[config.mk]
export PLATFORM = sky130hd
export DESIGN_NAME = tile_load_scheduler
export DESIGN_NICKNAME = d
export VERILOG_FILES = /design/src/rtl/tile_sched_pkg.sv /design/src/rtl/stream_fill_counter.sv /design/src/rtl/tile_load_scheduler.sv
export SDC_FILE = /design/constraint.sdc
export NUM_CORES = 1
export LEC_CHECK = 0
export CELL_PAD_IN_SITES_DETAIL_PLACEMENT = 0
export CELL_PAD_IN_SITES_GLOBAL_PLACEMENT = 1
export CORE_MARGIN = 4
export CORE_UTILIZATION = 34
export CTS_CLUSTER_SIZE = 20
export DETAILED_ROUTE_END_ITERATION = 7
export HOLD_SLACK_MARGIN = 0.03
export PLACE_DENSITY = 0.84
export SLEW_MARGIN = 10
export SYNTH_ARGS = -nofsm -noshare
export SYNTH_HDL_FRONTEND = slang
export SYNTH_SLANG_ARGS = --single-unit
[constraint.sdc]
create_clock -name clk -period 4.1 [get_ports clk]
set_input_delay 0.82 -clock clk [delete_from_list [all_inputs] [get_ports clk]]
set_output_delay 0.82 -clock clk [all_outputs]
set_load 0.02 [all_outputs]
[src/rtl/tile_sched_pkg.sv]
// Shared types and sizing helpers for the tile load scheduler.
package tile_sched_pkg;

  typedef enum logic [2:0] {
    IDLE,
    FILL,
    READY,
    COMPUTE,
    DONE
  } sched_state_t;

  // Counter width: wide enough to hold the larger word target itself.
  function automatic int unsigned cnt_width(input int unsigned a_words,
                                            input int unsigned b_words);
    return $clog2((a_words > b_words) ? a_words : b_words) + 1;
  endfunction

endpackage

[src/rtl/stream_fill_counter.sv]
// Accepts up to TARGET words from one valid/ready stream and turns each
// handshake into a registered buffer write at the pre-increment count.
module stream_fill_counter
  import tile_sched_pkg::*;
#(
  parameter int unsigned WIDTH  = 16,
  parameter int unsigned TARGET = 2048,
  parameter int unsigned CNT_W  = cnt_width(TARGET, 1),
  parameter int unsigned ADDR_W = 12
) (
  input  logic              clk,
  input  logic              arst_in,
  input  logic              clear,
  input  logic              valid,
  input  logic [WIDTH-1:0]  data,
  output logic              ready,
  output logic              full,
  output logic              we,
  output logic [ADDR_W-1:0] addr,
  output logic [WIDTH-1:0]  wdata
);

  localparam logic [CNT_W-1:0] TGT = CNT_W'(TARGET);

  logic [CNT_W-1:0]  cnt_q, cnt_d;
  logic              we_q, we_d;
  logic [ADDR_W-1:0] addr_q, addr_d;
  logic [WIDTH-1:0]  wdata_q, wdata_d;
  logic              hs;

  // Handshake, count update and write-port capture.
  always_comb begin
    ready   = (cnt_q < TGT);
    hs      = valid && ready;
    cnt_d   = cnt_q;
    we_d    = hs;
    addr_d  = addr_q;
    wdata_d = wdata_q;
    if (clear) begin
      cnt_d = '0;
    end else if (hs) begin
      cnt_d   = cnt_q + CNT_W'(1);
      addr_d  = ADDR_W'(cnt_q);
      wdata_d = data;
    end
    // Looks at the next count so the owner can leave FILL on the last handshake.
    full = (cnt_d == TGT);
  end

  // Count and write-port registers.
  always_ff @(posedge clk or posedge arst_in) begin
    if (arst_in) begin
      cnt_q   <= '0;
      we_q    <= 1'b0;
      addr_q  <= '0;
      wdata_q <= '0;
    end else begin
      cnt_q   <= cnt_d;
      we_q    <= we_d;
      addr_q  <= addr_d;
      wdata_q <= wdata_d;
    end
  end

  assign we    = we_q;
  assign addr  = addr_q;
  assign wdata = wdata_q;

endmodule

[src/rtl/tile_load_scheduler.sv]
// Fills the A/B tile buffers from two streams, hands each tile to the conv
// controller and waits for its completion, for NB_TILES tiles per run.
module tile_load_scheduler
  import tile_sched_pkg::*;
#(
  parameter int unsigned DATA_WIDTH      = 16,
  parameter int unsigned LOG2_BUF_HEIGHT = 12,
  parameter int unsigned A_WORDS         = 2048,
  parameter int unsigned B_WORDS         = 576,
  parameter int unsigned NB_TILES        = 2
) (
  input  logic                       clk,
  input  logic                       arst_in,
  input  logic                       start,
  output logic                       busy,
  input  logic                       a_valid,
  output logic                       a_ready,
  input  logic [DATA_WIDTH-1:0]      a_data,
  input  logic                       b_valid,
  output logic                       b_ready,
  input  logic [DATA_WIDTH-1:0]      b_data,
  output logic                       buf_a_we,
  output logic [LOG2_BUF_HEIGHT-1:0] buf_a_addr,
  output logic [DATA_WIDTH-1:0]      buf_a_wdata,
  output logic                       buf_b_we,
  output logic [LOG2_BUF_HEIGHT-1:0] buf_b_addr,
  output logic [DATA_WIDTH-1:0]      buf_b_wdata,
  input  logic                       ctrl_load_req,
  output logic                       ctrl_data_ready,
  input  logic                       ctrl_fsm_done,
  output logic [31:0]                tile_idx,
  output logic                       run_done
);

  localparam int unsigned CNT_W     = cnt_width(A_WORDS, B_WORDS);
  localparam logic [31:0] LAST_TILE = 32'(NB_TILES - 1);

  sched_state_t state_q, state_d;
  logic [31:0]  tile_idx_q, tile_idx_d;
  logic         done_prev_q, done_prev_d;
  logic         busy_q, busy_d;
  logic         run_done_q, run_done_d;
  logic         clear;
  logic         in_fill;
  logic         done_rise;
  logic         a_rdy, a_full, b_rdy, b_full;

  assign in_fill = (state_q == FILL);

  stream_fill_counter #(
    .WIDTH (DATA_WIDTH),
    .TARGET(A_WORDS),
    .CNT_W (CNT_W),
    .ADDR_W(LOG2_BUF_HEIGHT)
  ) u_a_fill (
    .clk    (clk),
    .arst_in(arst_in),
    .clear  (clear),
    .valid  (a_valid && in_fill),
    .data   (a_data),
    .ready  (a_rdy),
    .full   (a_full),
    .we     (buf_a_we),
    .addr   (buf_a_addr),
    .wdata  (buf_a_wdata)
  );

  stream_fill_counter #(
    .WIDTH (DATA_WIDTH),
    .TARGET(B_WORDS),
    .CNT_W (CNT_W),
    .ADDR_W(LOG2_BUF_HEIGHT)
  ) u_b_fill (
    .clk    (clk),
    .arst_in(arst_in),
    .clear  (clear),
    .valid  (b_valid && in_fill),
    .data   (b_data),
    .ready  (b_rdy),
    .full   (b_full),
    .we     (buf_b_we),
    .addr   (buf_b_addr),
    .wdata  (buf_b_wdata)
  );

  assign a_ready = in_fill && a_rdy;
  assign b_ready = in_fill && b_rdy;

  // Next-state, tile sequencing and controller handshake.
  always_comb begin
    state_d         = state_q;
    tile_idx_d      = tile_idx_q;
    clear           = 1'b0;
    ctrl_data_ready = 1'b0;
    done_rise       = ctrl_fsm_done && !done_prev_q;
    // Edge history is only kept while computing, so it starts cleared on entry.
    done_prev_d     = (state_q == COMPUTE) ? ctrl_fsm_done : 1'b0;
    case (state_q)
      IDLE: begin
        if (start) begin
          state_d    = FILL;
          clear      = 1'b1;
          tile_idx_d = '0;
        end
      end
      FILL: begin
        if (a_full && b_full) state_d = READY;
      end
      READY: begin
        ctrl_data_ready = ctrl_load_req;
        if (ctrl_load_req) state_d = COMPUTE;
      end
      COMPUTE: begin
        if (done_rise) begin
          if (tile_idx_q == LAST_TILE) begin
            state_d = DONE;
          end else begin
            state_d    = FILL;
            tile_idx_d = tile_idx_q + 32'd1;
            clear      = 1'b1;
          end
        end
      end
      DONE: state_d = IDLE;
      default: state_d = IDLE;
    endcase
    busy_d     = (state_d != IDLE);
    run_done_d = (state_d == DONE);
  end

  // State and registered status outputs.
  always_ff @(posedge clk or posedge arst_in) begin
    if (arst_in) begin
      state_q     <= IDLE;
      tile_idx_q  <= '0;
      done_prev_q <= 1'b0;
      busy_q      <= 1'b0;
      run_done_q  <= 1'b0;
    end else begin
      state_q     <= state_d;
      tile_idx_q  <= tile_idx_d;
      done_prev_q <= done_prev_d;
      busy_q      <= busy_d;
      run_done_q  <= run_done_d;
    end
  end

  assign busy     = busy_q;
  assign run_done = run_done_q;
  assign tile_idx = tile_idx_q;

endmodule

# ---- Word level (Yosys, flattened, before mapping)
# Cells that the tools add are included.
dict set report totals {
  ff_bits 120
  inputBits 39
  output_inout_bits 95
  mem_bits_rw 0
  elab_cells 64
  latch_bits 0
  n_memories 0
  rom_bits 0
}
dict set report classes {
  shift 0
  n_eq_ne 10
  mux 20
  reduce_logical 15
  addsub 3
  multipliers 0
  order_cmp 2
  div 0
  n_bitwise 1
}
# operator n
set ops {}
lappend ops {{32-bit two-way mux} 3}
lappend ops {{32-bit case mux with 2 select lines} 1}
lappend ops {{12-bit two-way mux} 4}
lappend ops {{32-bit by 1-bit adder with 32-bit output, second input constant} 1}
lappend ops {{32-bit by 1-bit == test with 1-bit output, second input constant} 1}
lappend ops {{12-bit by 1-bit adder with 12-bit output, second input constant} 2}
lappend ops {{3-bit two-way mux} 5}
lappend ops {{12-bit by 10-bit == test with 1-bit output, second input constant} 1}
lappend ops {{12-bit == test, second input constant} 1}
lappend ops {{12-bit by 10-bit < comparator with 1-bit output, second input constant} 1}
lappend ops {{12-bit < comparator, second input constant} 1}
lappend ops {{3-bit case mux with 4 select lines} 1}
lappend ops {{1-bit logical AND} 8}
lappend ops {{3-bit by 2-bit == test with 1-bit output, second input constant} 2}
lappend ops {{2-bit != test, second input constant} 3}
lappend ops {{1-bit two-way mux} 5}
lappend ops {{2-bit AND reduction} 2}
lappend ops {{4-bit AND reduction} 1}
lappend ops {{3-bit by 1-bit == test with 1-bit output, second input constant} 1}
lappend ops {{3-bit == test, second input constant} 1}
lappend ops {{3-bit zero test} 1}
lappend ops {{3-bit nonzero test} 1}
lappend ops {{1-bit case mux with 2 select lines} 1}
lappend ops {{2-bit nonzero test} 1}
lappend ops {{2 further kinds} 2}

# ---- Longest topological paths before layout
# Gate-level depths: netlist (run 1).
dict set report logic_depth {
  depth_word 10
  ltp_mapped 10
  mapped_depth_nobuf 9
}

# ---- Cells and area by module
# From an unflattened synthesis (run 1), not the netlist that was laid out.
dict set report hier_totals {
  cells_unflattened 493
  area_unflattened_um2 5656.7
}
# mod seq_area_each_um2 instances area_per_inst_um2 cells_per_inst
set modules_own_cells {}
lappend modules_own_cells {tile_load_scheduler 950.9 1 2089.5 221}
lappend modules_own_cells {{stream_fill_counter (u_a_fill)} 1026.0 1 1799.2 140}
lappend modules_own_cells {{stream_fill_counter (u_b_fill)} 1026.0 1 1767.9 132}

# ---- Worst setup path after synthesis (run 1)
# OpenSTA, ideal clock, no wires.
dict set report synth_path {
  path_kind {input-to-reg}
  startpoint {input port b_valid}
  endpoint {register state_q[0]}
  setup_time_ns 0.118
  path_slack_ns 1.605
  cell_stages 9
  arrival_time_ns 2.377
  t_required_ns 3.982
  n_path_buf 1
  path_cell_list {nor3b_1 -> nand3_2 -> inv_1 -> buf_2 -> xnor2_1 -> nand4_1 -> nor4b_1 -> o2111ai_1 -> a21o_1}
}
dict set report synth_via {
  elab_chain_cells 8
}
# element line
set synth_lines {}
lappend synth_lines {{start, declared} tile_load_scheduler.sv:19} ;# input logic b_valid,
lappend synth_lines {{1-bit logical AND} tile_load_scheduler.sv:77} ;# .valid (b_valid && in_fill),
lappend synth_lines {{1-bit logical AND} stream_fill_counter.sv:34} ;# hs = valid && ready;
lappend synth_lines {{12-bit two-way mux} stream_fill_counter.sv:41} ;# end else if (hs) begin
lappend synth_lines {{12-bit two-way mux} stream_fill_counter.sv:39} ;# if (clear) begin
lappend synth_lines {{12-bit by 10-bit == test with 1-bit output} stream_fill_counter.sv:47} ;# full = (cnt_d == TGT);
lappend synth_lines {{1-bit logical AND} tile_load_scheduler.sv:107} ;# if (a_full && b_full) state_d = READY;
lappend synth_lines {{3-bit two-way mux} tile_load_scheduler.sv:107}
lappend synth_lines {{3-bit case mux with 4 select lines} tile_load_scheduler.sv:98} ;# case (state_q)
lappend synth_lines {{via state_d[0]} tile_load_scheduler.sv:38} ;# sched_state_t state_q, state_d;
lappend synth_lines {{end signal, assigned} tile_load_scheduler.sv:140} ;# state_q <= state_d;
lappend synth_lines {{end, declared} tile_load_scheduler.sv:38}
# The timed path passes the listed nets, and every way through them passes these cells.
# A chain may end at the register's enable or synchronous reset.

# ---- Worst setup path in the final report (run 1)
dict set report layout_path {
  startpoint {register state_q[1]}
  endpoint {output port b_ready}
}
dict set report layout_via {
  elab_chain_cells 2
}
# element line
set layout_lines {}
lappend layout_lines {{3-bit by 1-bit == test with 1-bit output} tile_load_scheduler.sv:48} ;# assign in_fill = (state_q == FILL);
lappend layout_lines {{1-bit logical AND} tile_load_scheduler.sv:87} ;# assign b_ready = in_fill && b_rdy;
lappend layout_lines {{end, declared} tile_load_scheduler.sv:20} ;# output logic b_ready,
# No other way between the ends.

==> impl_summary.txt, run 1 <==
----------------------------------------------------
[Drt]
  Routed length on met2 ... 6170 µm
  Residual DRC ... 0
  M1 wire length ... 6320 µm
  Per-cell via count in the routed design ... just under 5
  Highest signal layer in the routed design ... met4
  Routed via count ... 4569
  Drt wl/cell ... around 14 µm
  1st-pass router iterations ... 4
  Routed wire length ... around 14000 µm
  Met3 wire length ... approximately 1000 µm
  Number of design-rule violations left by the first detailed-router iteration ... approximately 310
  Count of antenna-violating nets left after detailed routing ... 0

[Clock tree]
  Maximum clock insertion buffer count ... 2
  TritonCTS clock tree ... built
  H-tree depth ... 4
  Sink Count ... 120
  Clock-pin slew on the worst setup and hold paths ... ~0.05 ns
  Root buffer cell ... sky130_fd_sc_hd__clkbuf_16
  Post-CTS Setup Bufs ... 0
  Hold Buf Count CTS ... 0
  Cts bufs inserted ... 17
  Cells resized by post-CTS repair ... 0
  Clock network latency to the later pin of the worst-skew pair ... roughly 0.42 ns

[GRT]
  First-pass GRT wire length ... 23200 µm
  Total congestion overflow ... 0
  Largest net degree at the start of global routing ... 67
  Number of antenna violations at the first check in global routing ... 0
  Number of global-route vias before repair ... between 4000 and 5000
  Overall routing resource usage ... approximately 16%

[Floorplan]
  Count of pins on the block boundary ... about 130
  Placement row count ... between 40 and 50
  Core Box Area ... ~16000 µm²
  Floorplan die width ... between 100 and 150 µm
  Total Die Area ... roughly 18000 µm²
  Chip height ... around 140 µm
  Initial core utilization ... 34.7%

[Outcome]
  Result of the run ... completed

[Timing]
  Transition time of the tightest slew-check pin ... around 0.69 ns
  Tcrit/Tclk final ... between 70% and 80%
  Post-layout min period ... approximately 3.2 ns
  Final TNS setup ... 0 ns
  Count of final max-slew check failures ... 0
  Count of endpoints failing setup in the final report ... 0
  Headroom to the max-slew limit ... a little over half
  Hold Fails Final Rpt ... 0
  Maximum frequency from static timing analysis ... 316 MHz
  Unrepaired setup endpoints after global routing ... false
  Final Skew ... between 0.008 and 0.009 ns

[Yosys]
  Post-synth net total ... around 630
  Synthesized cell area ... 5540 µm²
  Yosys warns ... 0
  Count of mapped cells out of synthesis ... just under 600
  Register bit total from synthesis ... 120
  Share of flip-flops with an asynchronous set or reset after synthesis ... 100%
  Sequential-to-total area share from yosys stat ... 54.2%
  Number of flops mapped to enable cells by yosys ... 0
  Cell variety after synth ... 54
  Post-synth top flop ... sky130_fd_sc_hd__dfrtp_1
  Average cell area after synthesis ... ~9.5 µm²

[Critical path]
  Worst setup path category ... register to output port
  Reg-to-reg startpoint ... state_q[1]
  Data required, critical path ... 3.28 ns
  Element type at the critical path end ... output port
  Crit. Startpoint ... state_q[1]
  Critical-path maximum fanout ... 7
  Critical path arrival ... between 2 and 2.5 ns
  Worst Setup Start Kind ... register

[Power]
  Leakage dissipation ... about 3.6 nW
  Cell area power density ... approximately 460 nW/µm²
  Worst IR drop on VDD ... between 0.2 and 0.3 mV
  Power, Total ... roughly 3.5 mW

[Placed design]
  Hpwl dp ... 9640 µm
  IO buf count ... approximately 130
  Number of cells in the design after placement ... roughly 900
  Final estimated routing congestion in global placement ... around 0.83

[Flow run]
  Max-cap viol count ... 0

[Layout]
  Most common cell after layout, fill and taps aside ... sky130_fd_sc_hd__nand2_1
  Post-synthesis to final-layout area growth ... 38.0%
  Diodes inserted ... 0
  Final cell count without fillers ... between 900 and 1000
  Most frequent cells in the layout ... 180 x sky130_fd_sc_hd__nand2_1, 133 x sky130_fd_sc_hd__clkdlybuf4s50_1, 120 x sky130_fd_sc_hd__dfrtp_1
  Share of post-route cells with drive strength above 1 ... 7.14%
  Final-layout fill cell count ... around 1500
  Count of nets after finishing ... 761

[Worst hold path]
  Worst min-delay path startpoint ... u_b_fill.addr[2]
  Hold/Removal Path Class ... register to register

----------------------------------------------------
## power by group
group          internal (mW)  total, mW  leakage [nW]  switching [mW]
clock                  0.853       1.34         0.268           0.482
sequential              1.32       1.44          1.59           0.118
combinational          0.322      0.714          1.70           0.391
## sequential cells by signal (all words and copies together) (netlist names)
name / count
u_b_fill.we: 1
u_a_fill.wdata: 16
run_done: 1
u_b_fill.wdata: 16
busy: 1
done_prev_q: 1
u_b_fill.addr: 12
u_a_fill.we: 1
state_q: 3
u_b_fill.cnt_q: 12
u_a_fill.cnt_q: 12
u_a_fill.addr: 12
tile_idx: 32
## cells in the mapped netlist (2+ instances only)
cell type	number	share of area [%]
sky130_fd_sc_hd__nand2_1	180	12
sky130_fd_sc_hd__nor3_1	7	0.63
sky130_fd_sc_hd__inv_1	10	0.68
sky130_fd_sc_hd__mux2i_1	3	0.54
sky130_fd_sc_hd__o21ai_0	2	0.18
sky130_fd_sc_hd__nor2_1	71	4.8
sky130_fd_sc_hd__nand4_1	20	2.3
sky130_fd_sc_hd__dfrtp_1	120	54
sky130_fd_sc_hd__nand3_1	12	1.1
sky130_fd_sc_hd__a21oi_1	2	0.18
sky130_fd_sc_hd__and3_1	10	1.1
sky130_fd_sc_hd__clkbuf_1	13	0.88
sky130_fd_sc_hd__and4_1	5	0.79
sky130_fd_sc_hd__ha_1	4	0.90
sky130_fd_sc_hd__nor2b_1	3	0.34
sky130_fd_sc_hd__a21o_1	2	0.27
sky130_fd_sc_hd__nor4_4	3	1.2
sky130_fd_sc_hd__nor3b_1	3	0.41
sky130_fd_sc_hd__nor3_2	2	0.36
sky130_fd_sc_hd__xnor2_1	16	2.5
sky130_fd_sc_hd__nor4_1	7	0.79
sky130_fd_sc_hd__xor2_1	34	5.4
sky130_fd_sc_hd__and3_2	2	0.27
sky130_fd_sc_hd__and2_1	8	0.90
sky130_fd_sc_hd__a31oi_1	2	0.23
sky130_fd_sc_hd__buf_1	6	0.41
sky130_fd_sc_hd__o2111ai_1	3	0.47
sky130_fd_sc_hd__buf_2	2	0.18
sky130_fd_sc_hd__nor4b_1	5	0.79
## layer usage
layer / GRT usage [%] / vias to the layer above
li1: - / 2195
met1: 20.8 / 2212
met2: 24.5 / 140
met3: 5.35 / 22
met4: 4.65 / 0
met5: 0 / -
## cells by family (layout without fill, tap and decap cells)
logic type | count (synthesis) | count (layout) | synth area share, %
buf+inv | 34 | 180 | 2.62
compound gates | 22 | 22 | 3.07
simple gates | 348 | 348 | 30.3
fa+ha+maj | 4 | 4 | 0.904
flops | 120 | 120 | 54.2
xor+xnor | 50 | 50 | 7.91
mux | 4 | 4 | 0.949
## final cells by class
| class | instances | area, µm² | area share (%) |
|---|---|---|---|
| inverters | 10 | 40.0 | 0.524 |
| repair buffers | 141 | 1400 | 18.4 |
| well taps | 216 | 270 | 3.54 |
| flip-flops and latches | 120 | 3000 | 39.3 |
| clock buffers | 26 | 519 | 6.80 |
| clock inverters | 3 | 15.0 | 0.197 |
| multi-input cells | 428 | 2390 | 31.3 |
## worst paths after layout
path / slack [ns] / endpoint / depth (start not counted)
min in group asynchronous: 0.87 / u_a_fill.addr[11] / 2
max in group asynchronous: 2.44 / tile_idx[31] / 3
worst min-delay path: 0.47 / u_b_fill.addr[2] / 2
worst max register to register: 1.49 / state_q[0] / 9
worst max-delay path: 0.93 / b_ready / 3
worst min register to register: 0.47 / u_b_fill.addr[2] / 2
## critical path, stage by stage (launching register included)
cell	delay [ns]
sky130_fd_sc_hd__dfrtp_1	0.49
sky130_fd_sc_hd__or3b_4	0.49
sky130_fd_sc_hd__nor4b_1	0.25
sky130_fd_sc_hd__clkdlybuf4s50_1	0.70
## metrics by stage
| stage | area (µm²) | hold slack, ns | setup slack (ns) | utilization (%) |
|---|---|---|---|---|
| after floorplan | 5540 | 0.481 | 0.0942 | - |
| after global placement | 7100 | 0.457 | 0.864 | 44.6 |
| after detailed placement | 7100 | 0.463 | 0.833 | 44.6 |
| after CTS | 7640 | 0.475 | 0.895 | 47.9 |
| after global routing | 7640 | 0.492 | 0.837 | 47.9 |
| final | 7640 | 0.470 | 0.934 | 47.9 |
(Power assumes the default switching activity.)
==> run 2, diff against run 1 <==
- clock period: 4.1 -> 2.9 ns (I/O delays scaled with it)
==> run 2 against run 1 <==
Net effect:
- highest routed layer unchanged
- utilization is 1.1 points higher
- largest power group is now clock
- cell count is 1.3% higher
- via count is 0.55% lower
- critical endpoint is now a_ready
- hold slack hardly changed
- flip-flop and latch count stayed put
==> impl_summary.txt, run 2 (synthesis gave the netlist of run 1 again) <==
----------------------------------------------------
[Floorplan]
  Total Die Area ... around 18000 µm²
  Core Box Area ... between 15000 and 20000 µm²
  Chip height ... approximately 140 µm
  Count of pins on the block boundary ... between 100 and 150
  Initial core utilization ... a little over a third
  Floorplan die width ... between 100 and 150 µm
  Placement row count ... 46

[GRT]
  First-pass GRT wire length ... between 20000 and 25000 µm
  Total congestion overflow ... 0
  Overall routing resource usage ... 15.8%
  Number of global-route vias before repair ... approximately 4700
  Number of antenna violations at the first check in global routing ... 0
  Largest net degree at the start of global routing ... between 50 and 60

[Clock tree]
  H-tree depth ... 4
  Root buffer cell ... sky130_fd_sc_hd__clkbuf_16
  Sink Count ... 120
  TritonCTS clock tree ... built
  Clock-pin slew on the worst setup and hold paths ... 0.05 ns
  Clock network latency to the later pin of the worst-skew pair ... around 0.41 ns
  Hold Buf Count CTS ... 0
  Maximum clock insertion buffer count ... 2
  Cts bufs inserted ... 17

[Drt]
  Count of antenna-violating nets left after detailed routing ... 0
  Routed wire length ... 13800 µm
  Number of design-rule violations left by the first detailed-router iteration ... roughly 240
  1st-pass router iterations ... 4
  Per-cell via count in the routed design ... 4.75
  Residual DRC ... 0
  Drt wl/cell ... 14.4 µm
  Routed via count ... 4544

[Critical path]
  Critical Path, Cell by Cell ... or3b_4 -> nor2_1 -> clkdlybuf4s50_1
  Element type at the critical path end ... output port
  Data required, critical path ... between 2 and 2.5 ns
  Critical path arrival ... slightly above 2 ns
  Slowest library cell on the worst path ... sky130_fd_sc_hd__clkdlybuf4s50_1
  Critical-path maximum fanout ... 4
  Number of buffers and inverters on the critical path ... 1
  Top cell family by delay on the critical path ... buffers and inverters
  Biggest cell delay along the critical path ... 0.63 ns
  CP Depth ... 3
  Worst Setup Start Kind ... register
  Worst setup path category ... register to output port
  Number of cell instances on the worst register-to-register path ... 9

[Layout]
  Most frequent cells in the layout ... 180 x sky130_fd_sc_hd__nand2_1, 132 x sky130_fd_sc_hd__clkdlybuf4s50_1, 120 x sky130_fd_sc_hd__dfrtp_1
  Most common cell after layout, fill and taps aside ... sky130_fd_sc_hd__nand2_1
  Share of post-route cells with drive strength above 1 ... between 8 and 9%
  Largest register FFs ... 32
  Utilization after layout ... about half
  Count of nets after finishing ... between 700 and 800
  Diodes inserted ... 0
  Post-synthesis to final-layout area growth ... 41.3%

[Timing]
  Count of endpoints failing setup in the final report ... 0
  Count of final max-slew check failures ... 0
  Transition time of the tightest slew-check pin ... 0.541 ns
  Unrepaired setup endpoints after global routing ... false
  Post-layout min period ... between 2 and 3 ns
  Final critical-path setup slack ... 0.298 ns
  Maximum frequency from static timing analysis ... around 380 MHz
  Hold Fails Final Rpt ... 0
  Headroom to the max-slew limit ... between 60% and 70%
  Final TNS setup ... 0 ns
  Tcrit/Tclk final ... approximately nine tenths
  Final Skew ... around 0.0091 ns

[Worst hold path]
  Cell depth of the worst min-delay path ... 2
  Hold/Removal Path Class ... register to register

[Power]
  Leakage dissipation ... approximately 3.7 nW
  Worst IR drop on VDD ... between 0.4 and 0.5 mV
  Cell area power density ... about 670 nW/µm²

[Placed design]
  Worst slack after detailed placement ... 0.0628 ns
  IO buf count ... around 130
  Final estimated routing congestion in global placement ... approximately 0.84
  Hpwl dp ... 9750 µm

[Outcome]
  Result of the run ... completed

[Flow run]
  Max-cap viol count ... 0

----------------------------------------------------
## run 2: cell types whose count changed in the layout (fill, tap and decap cells not counted)
cell,delta
sky130_fd_sc_hd__buf_12,+1
sky130_fd_sc_hd__buf_4,+10
sky130_fd_sc_hd__bufinv_16,+4
sky130_fd_sc_hd__clkbuf_1,-2
sky130_fd_sc_hd__clkbuf_8,-3
sky130_fd_sc_hd__clkdlybuf4s50_1,-1
sky130_fd_sc_hd__clkinv_2,+1
sky130_fd_sc_hd__clkinvlp_4,+2
sky130_fd_sc_hd__dlymetal6s2s_1,+1
sky130_fd_sc_hd__inv_4,-1
## run 2: final timing paths
path                             startpoint                 to  slack (ns)
setup / recovery                 state_q[1]            a_ready        0.30
hold / removal             u_a_fill.addr[6]   u_a_fill.addr[6]        0.47
setup reg to reg                 state_q[1]         state_q[0]        0.50
hold reg to reg            u_a_fill.addr[6]   u_a_fill.addr[6]        0.47
max in group asynchronous           arst_in   u_b_fill.addr[5]        1.69
min in group asynchronous           arst_in  u_a_fill.wdata[1]        0.56
## run 2: repair_timing
action	4_1_cts	5_1_grt
setup buffers	0	0
setup endpoints to repair	0	1
gates resized for setup	0	1
## run 2: report_power, final
part           total, mW  leakage [nW]  switching [mW]  internal, mW
sequential          2.03          1.59           0.166          1.86
combinational       1.02          1.76           0.556         0.465
clock               2.20         0.305           0.713          1.49
total               5.25          3.65            1.43          3.82
## run 2: stage by stage
step	hold WS [ns]	power, mW	instances	instance area (µm²)
global placement	0.458	3.06	926	7200
global route	0.491	5.51	956	7820
CTS	0.478	5.32	956	7820
finish	0.470	5.25	956	7820
detailed placement	0.464	3.09	926	7200
floorplan	0.481	2.60	582	5540
## run 2: area by class of cell
type | instances | area, µm²
well taps | 216 | 270
repair buffers | 152 | 1500
flip-flops and latches | 120 | 3000
multi-input cells | 428 | 2390
fillers | 1485 | 8120
clock inverters | 9 | 148
inverters | 10 | 41.3
clock buffers | 21 | 470
## run 2: routing by layer
layer	up-vias	wire length, µm	track usage [%]
met5	-	0	0
met4	0	131	5.38
met3	8	1080	5.09
met2	144	6220	24.8
met1	2173	6350	20.6
li1	2219	-	-
## run 2: worst register-to-register path, delay by kind of cell, from the launching register on
kind	cells	cell delay [ns]
buffers and inverters	2	0.35
multiplexers	1	0.25
AND/OR/NAND/NOR	3	0.74
flip-flops	1	0.38
AO/OA/AOI/OAI	3	0.56
==> run 3, diff against run 2 <==
- CAP_MARGIN: unset -> 20
- CORE_UTILIZATION: 34 -> 40
- PLACE_DENSITY: 0.84 -> 0.92
- clock period: 2.9 -> 3 ns (I/O delays scaled with it)
==> run 3 against run 2 <==
Net effect:
- first-iteration DRC count up 27%
- sequential power decreased by 3%
- register-to-register slack got worse by 0.22 ns
- critical endpoint unchanged
- largest power group unchanged
==> impl_summary.txt, run 3 (synthesis gave the netlist of run 1 again) <==
----------------------------------------------------
[Floorplan]
  Core Box Area ... 13400 µm²
  Floorplan die width ... around 130 µm
  Total Die Area ... 15800 µm²
  Count of pins on the block boundary ... between 100 and 150
  Initial core utilization ... 41.3%
  Chip height ... about 130 µm
  Placement row count ... 42

[Timing]
  Count of final max-slew check failures ... 0
  Maximum frequency from static timing analysis ... roughly 360 MHz
  Count of endpoints failing setup in the final report ... 0
  Transition time of the tightest slew-check pin ... around 0.67 ns
  Tcrit/Tclk final ... between 90% and 100%
  Final TNS setup ... 0 ns
  Final Skew ... between 0.007 and 0.008 ns
  Unrepaired setup endpoints after global routing ... false
  Headroom to the max-slew limit ... a little under three fifths
  Hold Fails Final Rpt ... 0
  Post-layout min period ... around 2.8 ns

[Outcome]
  Result of the run ... completed

[Clock tree]
  Cts bufs inserted ... 17
  Post-CTS Setup Bufs ... 0
  Maximum clock insertion buffer count ... 2
  Clock-pin slew on the worst setup and hold paths ... 0.05 ns
  Sink Count ... 120
  TritonCTS clock tree ... built
  Clock network latency to the later pin of the worst-skew pair ... 0.41 ns
  Root buffer cell ... sky130_fd_sc_hd__clkbuf_16
  H-tree depth ... 4

[Worst hold path]
  Hold/Removal Path Class ... register to register
  Worst min-delay path startpoint ... u_a_fill.addr[5]
  Hold endpoint ... u_a_fill.addr[5]
  Cell depth of the worst min-delay path ... 2

[Flow run]
  Max-cap viol count ... 0

[Placed design]
  IO buf count ... ~130
  Hpwl dp ... approximately 9200 µm
  Final estimated routing congestion in global placement ... between 0.8 and 0.9

[Drt]
  Number of design-rule violations left by the first detailed-router iteration ... 306
  Count of antenna-violating nets left after detailed routing ... 0
  1st-pass router iterations ... 5
  Routed wire length ... ~13000 µm
  Routed via count ... between 4000 and 5000
  Residual DRC ... 0
  Per-cell via count in the routed design ... approximately 5
  Drt wl/cell ... approximately 15 µm

[GRT]
  First-pass GRT wire length ... ~23000 µm
  Global-route layer with the greatest usage ... met2
  Number of global-route vias before repair ... 4599
  Number of antenna violations at the first check in global routing ... 0
  Largest net degree at the start of global routing ... ~120
  Total congestion overflow ... 0
  GR Layer Usage met1 ... between 20% and 30%
  Global Route met3 Usage ... approximately 5.4%
  Met2 Track Usage GR ... between 20% and 30%
  Overall routing resource usage ... about 18%

[Layout]
  Largest register FFs ... 32
  Sequential cell area ... approximately 3000 µm²
  Post-synthesis to final-layout area growth ... 38.5%
  Most frequent cells in the layout ... 180 x sky130_fd_sc_hd__nand2_1, 132 x sky130_fd_sc_hd__clkdlybuf4s50_1, 120 x sky130_fd_sc_hd__dfrtp_1
  Combined area of the multi-input logic cells ... approximately 2400 µm²
  Utilization after layout ... 57.2%
  Diodes inserted ... 0
  Count of nets after finishing ... approximately 760
  Final-layout fill cell count ... around 1200
  Most common cell after layout, fill and taps aside ... sky130_fd_sc_hd__nand2_1
  Share of post-route cells with drive strength above 1 ... just under 8%

[Critical path]
  Worst setup path category ... register to output port
  Worst Setup Start Kind ... register
  Element type at the critical path end ... output port
  Critical-path maximum fanout ... 7
  Critical path arrival ... between 2 and 2.5 ns
  Worst reg2reg path endpoint ... state_q[0]
  Number of cell instances on the worst register-to-register path ... 9
  Data required, critical path ... approximately 2.4 ns
  Reg-to-reg startpoint ... tile_idx[0]
  Setup slack, reg-to-reg ... about 0.28 ns

[Power]
  Worst IR drop on VDD ... roughly 0.33 mV
  Cell area power density ... 645 nW/µm²
  Leakage dissipation ... ~3.6 nW

----------------------------------------------------
==> run 3: power by group <==
| group | total, mW | internal (mW) | switching [mW] |
|---|---|---|---|
| Sequential | 1.96 | 1.80 | 0.164 |
| Clock | 2.01 | 1.33 | 0.687 |
| Combinational | 0.969 | 0.442 | 0.528 |
==> run 3: per-layer routing <==
| metal | share of wire (%) | up-vias |
|---|---|---|
| met5 | 0 | - |
| met4 | 1.8 | 0 |
| met3 | 6.2 | 15 |
| met2 | 48 | 111 |
| met1 | 44 | 2185 |
| li1 | - | 2204 |
==> run 3: repair_timing <==
item | in CTS | in global routing
gates resized for setup | 0 | 1
setup endpoints to repair | 0 | 1
hold buffers | 0 | 0
==> run 3: critical path: stages (launching register included) <==
cell and delay [ns]:
sky130_fd_sc_hd__dfrtp_1 0.50, sky130_fd_sc_hd__or3b_4 0.49, sky130_fd_sc_hd__nor2_1 0.13, sky130_fd_sc_hd__clkdlybuf4s50_1 0.62
==> run 3: cell type report <==
class                   instances  area share (%)
clock buffers                  25            6.59
flip-flops and latches        120            39.2
repair buffers                143            18.5
multi-input cells             428            31.1
well taps                     176            2.87
inverters                      10           0.538
clock inverters                 7            1.17
==> run 3: how the worst max path moves through the flow <==
stage | start | endpoint | slack (ns) | depth (start not counted)
after global placement | b_valid | state_q[0] | 0.17 | 8
after CTS | state_q[1] | b_ready | 0.005 | 3
after global routing | tile_idx[0] | state_q[0] | 0.09 | 9
after floorplan | tile_idx[0] | tile_idx[21] | 0.58 | 8
after detailed placement | start | tile_idx[20] | 0.12 | 7
final | state_q[1] | a_ready | 0.25 | 3
==> run 3: metrics by stage <==
stage	cells	hold slack, ns	setup WS (ns)	area, µm²	total power, mW
final	909	0.468	0.250	7670	4.95
after global routing	909	0.491	0.0927	7670	5.18
after CTS	909	0.474	0.00492	7670	5.00
after detailed placement	877	0.462	0.120	7070	2.97
after global placement	877	0.456	0.166	7070	2.94
after floorplan	582	0.481	0.578	5540	2.51
